--- src/rtl/cdf_pkg.sv ---
// Shared constants for the connected-domain filter window-mask sequencer.
//   MASK_W / IDX_W : mask width and bound-index width (must match the generator)
//   state_t        : sequencer states
//   LR_LEFT/RIGHT  : generator pass select encoding
package cdf_pkg;

    localparam int unsigned MASK_W = 512;
    localparam int unsigned IDX_W  = 9;

    typedef enum logic [2:0] {
        IDLE  = 3'd0,
        REQ_L = 3'd1,
        GAP_L = 3'd2,
        REQ_R = 3'd3,
        GAP_R = 3'd4,
        DONE  = 3'd5
    } state_t;

    localparam logic LR_LEFT  = 1'b0;
    localparam logic LR_RIGHT = 1'b1;

endpackage : cdf_pkg

--- src/rtl/cdf_window_mask_ctrl.sv ---
// Window-mask sequencer: masters the external mask generator for a left pass
// then a right pass, and ANDs the two results into the window mask.
// Upstream uses the same four-phase trig/done handshake as the generator.
//
// Ports:
//   i_clk, i_rstn        clock (rising edge), async active-low reset
//   i_trig               request, held until o_done seen
//   i_left_bound         ones shifted in from the MSB side
//   i_right_bound        ones shifted in from the LSB side
//   i_invert             (only with CDF_MASK_INVERT_EN) produce exclusion mask
//   o_done               window mask valid while i_trig is still high
//   o_mask               window mask, held between requests
//   o_mg_trig            generator trigger
//   o_mg_left_or_right   generator pass select (0 left, 1 right)
//   o_mg_bound_index     generator bound index
//   i_mg_done, i_mg_mask generator done / result
//
// Optional build macro: CDF_MASK_INVERT_EN adds i_invert and output inversion.
module cdf_window_mask_ctrl
    import cdf_pkg::*;
(
    input  logic              i_clk,
    input  logic              i_rstn,
    input  logic              i_trig,
    input  logic [IDX_W-1:0]  i_left_bound,
    input  logic [IDX_W-1:0]  i_right_bound,
`ifdef CDF_MASK_INVERT_EN
    input  logic              i_invert,
`endif
    output logic              o_done,
    output logic [MASK_W-1:0] o_mask,
    output logic              o_mg_trig,
    output logic              o_mg_left_or_right,
    output logic [IDX_W-1:0]  o_mg_bound_index,
    input  logic              i_mg_done,
    input  logic [MASK_W-1:0] i_mg_mask
);

    state_t              r_state;
    state_t              w_next;
    logic                w_latch;
    logic                w_cap_l;
    logic                w_cap_r;
    logic [IDX_W-1:0]    r_left_bound;
    logic [IDX_W-1:0]    r_right_bound;
    logic [MASK_W-1:0]   r_left_mask;
    logic [MASK_W-1:0]   r_mask;
    logic [MASK_W-1:0]   w_win;
    logic [MASK_W-1:0]   w_mask_new;

    // State register
    always_ff @(posedge i_clk or negedge i_rstn) begin
        if (!i_rstn) begin
            r_state <= IDLE;
        end else begin
            r_state <= w_next;
        end
    end

    // Next-state and datapath strobes
    always_comb begin
        w_next  = r_state;
        w_latch = 1'b0;
        w_cap_l = 1'b0;
        w_cap_r = 1'b0;
        case (r_state)
            IDLE: begin
                if (i_trig) begin
                    w_latch = 1'b1;
                    w_next  = REQ_L;
                end
            end
            REQ_L: begin
                if (i_mg_done) begin
                    w_cap_l = 1'b1;
                    w_next  = GAP_L;
                end
            end
            // One low cycle lets the generator fall back to its idle state
            GAP_L: w_next = REQ_R;
            REQ_R: begin
                if (i_mg_done) begin
                    w_cap_r = 1'b1;
                    w_next  = GAP_R;
                end
            end
            GAP_R: w_next = DONE;
            // An early-dropped i_trig exits here at once without a done pulse
            DONE: begin
                if (!i_trig) begin
                    w_next = IDLE;
                end
            end
            default: w_next = IDLE;
        endcase
    end

    // Bound latches, left-pass capture and window mask
    always_ff @(posedge i_clk or negedge i_rstn) begin
        if (!i_rstn) begin
            r_left_bound  <= '0;
            r_right_bound <= '0;
            r_left_mask   <= '0;
            r_mask        <= '0;
        end else begin
            if (w_latch) begin
                r_left_bound  <= i_left_bound;
                r_right_bound <= i_right_bound;
            end
            if (w_cap_l) begin
                r_left_mask <= i_mg_mask;
            end
            if (w_cap_r) begin
                r_mask <= w_mask_new;
            end
        end
    end

    assign w_win = r_left_mask & i_mg_mask;

`ifdef CDF_MASK_INVERT_EN
    logic r_invert;

    // Inversion select travels with the bounds for the whole request
    always_ff @(posedge i_clk or negedge i_rstn) begin
        if (!i_rstn) begin
            r_invert <= 1'b0;
        end else if (w_latch) begin
            r_invert <= i_invert;
        end
    end

    assign w_mask_new = r_invert ? ~w_win : w_win;
`else
    assign w_mask_new = w_win;
`endif

    // Generator controls decode straight from the state register
    assign o_mg_trig          = (r_state == REQ_L) || (r_state == REQ_R);
    assign o_mg_left_or_right = (r_state == REQ_R) ? LR_RIGHT : LR_LEFT;
    assign o_mg_bound_index   = (r_state == REQ_R) ? r_right_bound : r_left_bound;

    assign o_mask = r_mask;
    assign o_done = (r_state == DONE) && i_trig;

endmodule : cdf_window_mask_ctrl

--- config.mk ---
export PLATFORM = sky130hd
export DESIGN_NAME = cdf_window_mask_ctrl
export DESIGN_NICKNAME = d
export VERILOG_FILES = /design/src/rtl/cdf_pkg.sv /design/src/rtl/cdf_window_mask_ctrl.sv
export SDC_FILE = /design/constraint.sdc
export NUM_CORES = 2
export LEC_CHECK = 0
export CORE_AREA = 2 2 409 411
export DETAILED_ROUTE_END_ITERATION = 10
export DIE_AREA = 0 0 411 413
export PLACE_DENSITY = 0.54
export SETUP_SLACK_MARGIN = 0.4
export SLEW_MARGIN = 20
export SYNTH_ARGS = -nofsm -noshare
export SYNTH_HDL_FRONTEND = slang
export SYNTH_SLANG_ARGS = --single-unit
--- constraint.sdc ---
create_clock -name i_clk -period 2.13 [get_ports i_clk]
set_input_delay 0.213 -clock i_clk [delete_from_list [all_inputs] [get_ports i_clk]]
set_output_delay 0.213 -clock i_clk [all_outputs]
set_load 0.01 [all_outputs]
==> results.md <==
* Status: complete, but fails checks
* Failing checks: negative setup slack
* Max-cap violations at 0
* Detailed Route WL at 139.3 mm
* Die ar. at 169700 sq um
* DR DRC count at 0
* Most common cell in the netlist: dfrtp_1
* Layout cells sized above 1 at 22.13%
* Crit path kind: flop to primary output
* Core area at 165900 sq um
* DIE HEIGHT at 413 um
* DP Wirelength at 96.96 mm
* Clk Latency, worst-skew pair at 760 ps
* P_leak at 31.43 nW
* Port Buffers at 1057
* Setup crit end kind: primary output
* Routed vias at 30146
* Critical-path maximum fanout at 4
* Min cycle time layout at 2201 ps
* Antenna-violating nets left at 0
* RSZ-0062 raised after global routing: yes
* I/O pins at 1058
* Mapped cell area at 41960 sq um
* Footprint of the multi-input gates at 14480 sq um
* Worst min path class: input pin to flop
* Peak supply drop at 0.8391 mV
* Yosys warning count at 0
* Reg-to-Reg Start: r_state[1]
* Num rows at 150
* Pwr Density at 1327 nW/um^2
* Setup slack after layout at -71.02 ps
* Post-synthesis sequential area ratio at 62.32%
* Final-stage net count at 5458
* CTS sink cnt at 1045
* Critical hold path startpoint: i_mg_mask[145]
* Data arrival time of the worst path at 1990 ps
* CTS clock-pin slew for the worst setup and hold paths at 60 ps
* Fin crit share at 103.3%
* Die W at 411 um
* Router iterations before antenna repair at 5
* Post-synth top cells: 1045 x dfrtp_1, 1026 x nand2_1, 513 x o21ai_0
* Placer Congestion at 0.8264
* Wire length of the first global-routing pass at 199.3 mm
* Cell count after synthesis at 3313
* Post-synth EDFFs at 0
* Leading area contributor after synthesis: dfrtp_1
* Start point of the critical path: r_state[2]
* Count of different cell masters after synthesis at 24
* Max clock buf depth at 3
* GRT Util Overall at 15.45%
* Synth Flop Type: dfrtp_1
* Worst slew pin tran at 616.7 ps
* Placed cell count at 6529
* Cell Count, Final, Fillers Out at 7233
* Htree depth at 3
* Avg WL per Cell at 19.26 um
* Largest net degree at the start of global routing at 131
* CTS root buf: clkbuf_16
* Number of synthesized register bits at 1045
* Worst Skew at 46.12 ps
* Grt ovf at 0
* Starting Density at 25.29%
* TritonCTS clock tree: built
* Slew Limit Fails at 0
* Post-Syn Area per Cell at 12.66 sq um
* Peak Freq at 0.4543 GHz
* Final setup viols at 19
* Final hold vios at 0
* Register area at 26160 sq um
* Synth area leaders: dfrtp_1 62%, mux2_4 14%, nand2_1 9.2%
* 1st-iter DRT viols at 1796
* Vias per cell at 4.168
* Total CTS buffers at 115
* Syn Nets at 3847
* Area grow syn2layout at 57.03%
* Vias in the first global route at 31352
* Asr flop ratio synth at 100.0%
* Critical Path RT at 1920 ps
* Filler instances at 15778
* Initial antenna violation count at 18
* Max transition margin at 58.89%
* Worst hold margin at 91.90 ps
* Setup crit start kind: flop
* Synth top area share at 62.32%
==> worst max-delay path, stage by stage, from the launching register on <==
cell and delay [ps]:
dfrtp_2 400, nand3b_1 170, buf_4 150, buf_6 120, mux2_4 290, buf_6 130
==> layout make-up <==
class	count	area share, %
flip-flops and latches	1045	39.70
repair buffers	1669	28.18
multi-input cells	2091	21.98
clock buffers	177	5.228
well taps	2204	4.185
clock inverters	37	0.6855
diodes	8	0.03038
inverters	2	0.01139
==> metrics by stage <==
step | setup slack (ps) | TNS, ps | total power [W] | area (sq um) | util, %
floorplan | 436.5 | 0 | 0.04982 | 41960 | -
global placement | -254.3 | -91080 | 0.06180 | 55260 | 33.30
detailed placement | -248.0 | -84710 | 0.06235 | 55260 | 33.30
CTS | -155.2 | -1260 | 0.08521 | 63600 | 38.33
global route | -174.6 | -4271 | 0.09241 | 65880 | 39.71
finish | -71.02 | -588.0 | 0.08742 | 65890 | 39.71
==> cells by family (layout without fill, tap and decap cells) <==
kind of cell / Yosys count / after routing / synth area share, %
xor+xnor: 1 / 1 / 0.02088
mux: 540 / 540 / 18.07
compound gates: 514 / 514 / 6.140
simple gates: 1036 / 1036 / 9.444
other cells: 0 / 8 / 0
flops: 1045 / 1045 / 62.32
buf+inv: 177 / 1885 / 4.002
==> where the power goes <==
group | switching, W | total (W) | internal (W)
logic | 0.0137 | 0.0341 | 0.0204
clock network | 0.00854 | 0.0205 | 0.0120
registers | 0.00464 | 0.0328 | 0.0281
==> final timing paths <==
kind                                       endpoint  slack, ps  depth (start not counted)
worst min-delay path                    o_mask[145]         90                          3
worst min register to register          o_mask[297]        470                          2
worst max register to register     r_left_mask[312]        -20                          9
worst max-delay path            o_mg_bound_index[1]        -70                          5
max in group asynchronous          r_left_mask[244]        770                          3
min in group asynchronous          r_left_mask[323]        370                          3
==> flip-flops by register name, summed over array words and instances (netlist names) <==
signal / flops
r_left_mask: 512
o_mask: 512
r_left_bound: 9
r_right_bound: 9
r_state: 3
==> what timing repair did <==
action                                   CTS  global route
endpoints found under the setup margin  1211          1276
hold buffers                             365             0
gates resized for setup                  679           340
gates cloned                              14            39
pin swaps                                  3             2
hold endpoints to repair                1151             0
buffers inserted                          29            35
==> cell usage in the layout, fill, tap and decap left out, drive strengths merged, types with 2 or more instances in the layout <==
master / synthesis / routed
dfrtp: 1045 / 1045
nand2: 1026 / 1026
clkdlybuf4s50: 0 / 706
mux2: 539 / 539
o21ai: 513 / 513
dlygate4sd3: 0 / 365
buf: 120 / 278
clkbuf: 55 / 208
dlymetal6s2s: 0 / 160
clkdlybuf4s15: 0 / 129
clkinv: 0 / 21
diode: 0 / 8
bufinv: 0 / 7
inv: 2 / 6
clkinvlp: 0 / 5
nor4b: 2 / 2
nor2b: 2 / 2
nor2: 2 / 2
==> routing by layer <==
layer / share of wire (%) / routed length [um] / GRT usage (%)
met3: 6.5 / 9029 / 4.308
met5: 0.067 / 93 / 0
met4: 2.9 / 4057 / 5.602
met2: 49 / 67780 / 25.73
met1: 42 / 58360 / 19.06
(Power assumes the default switching activity.)
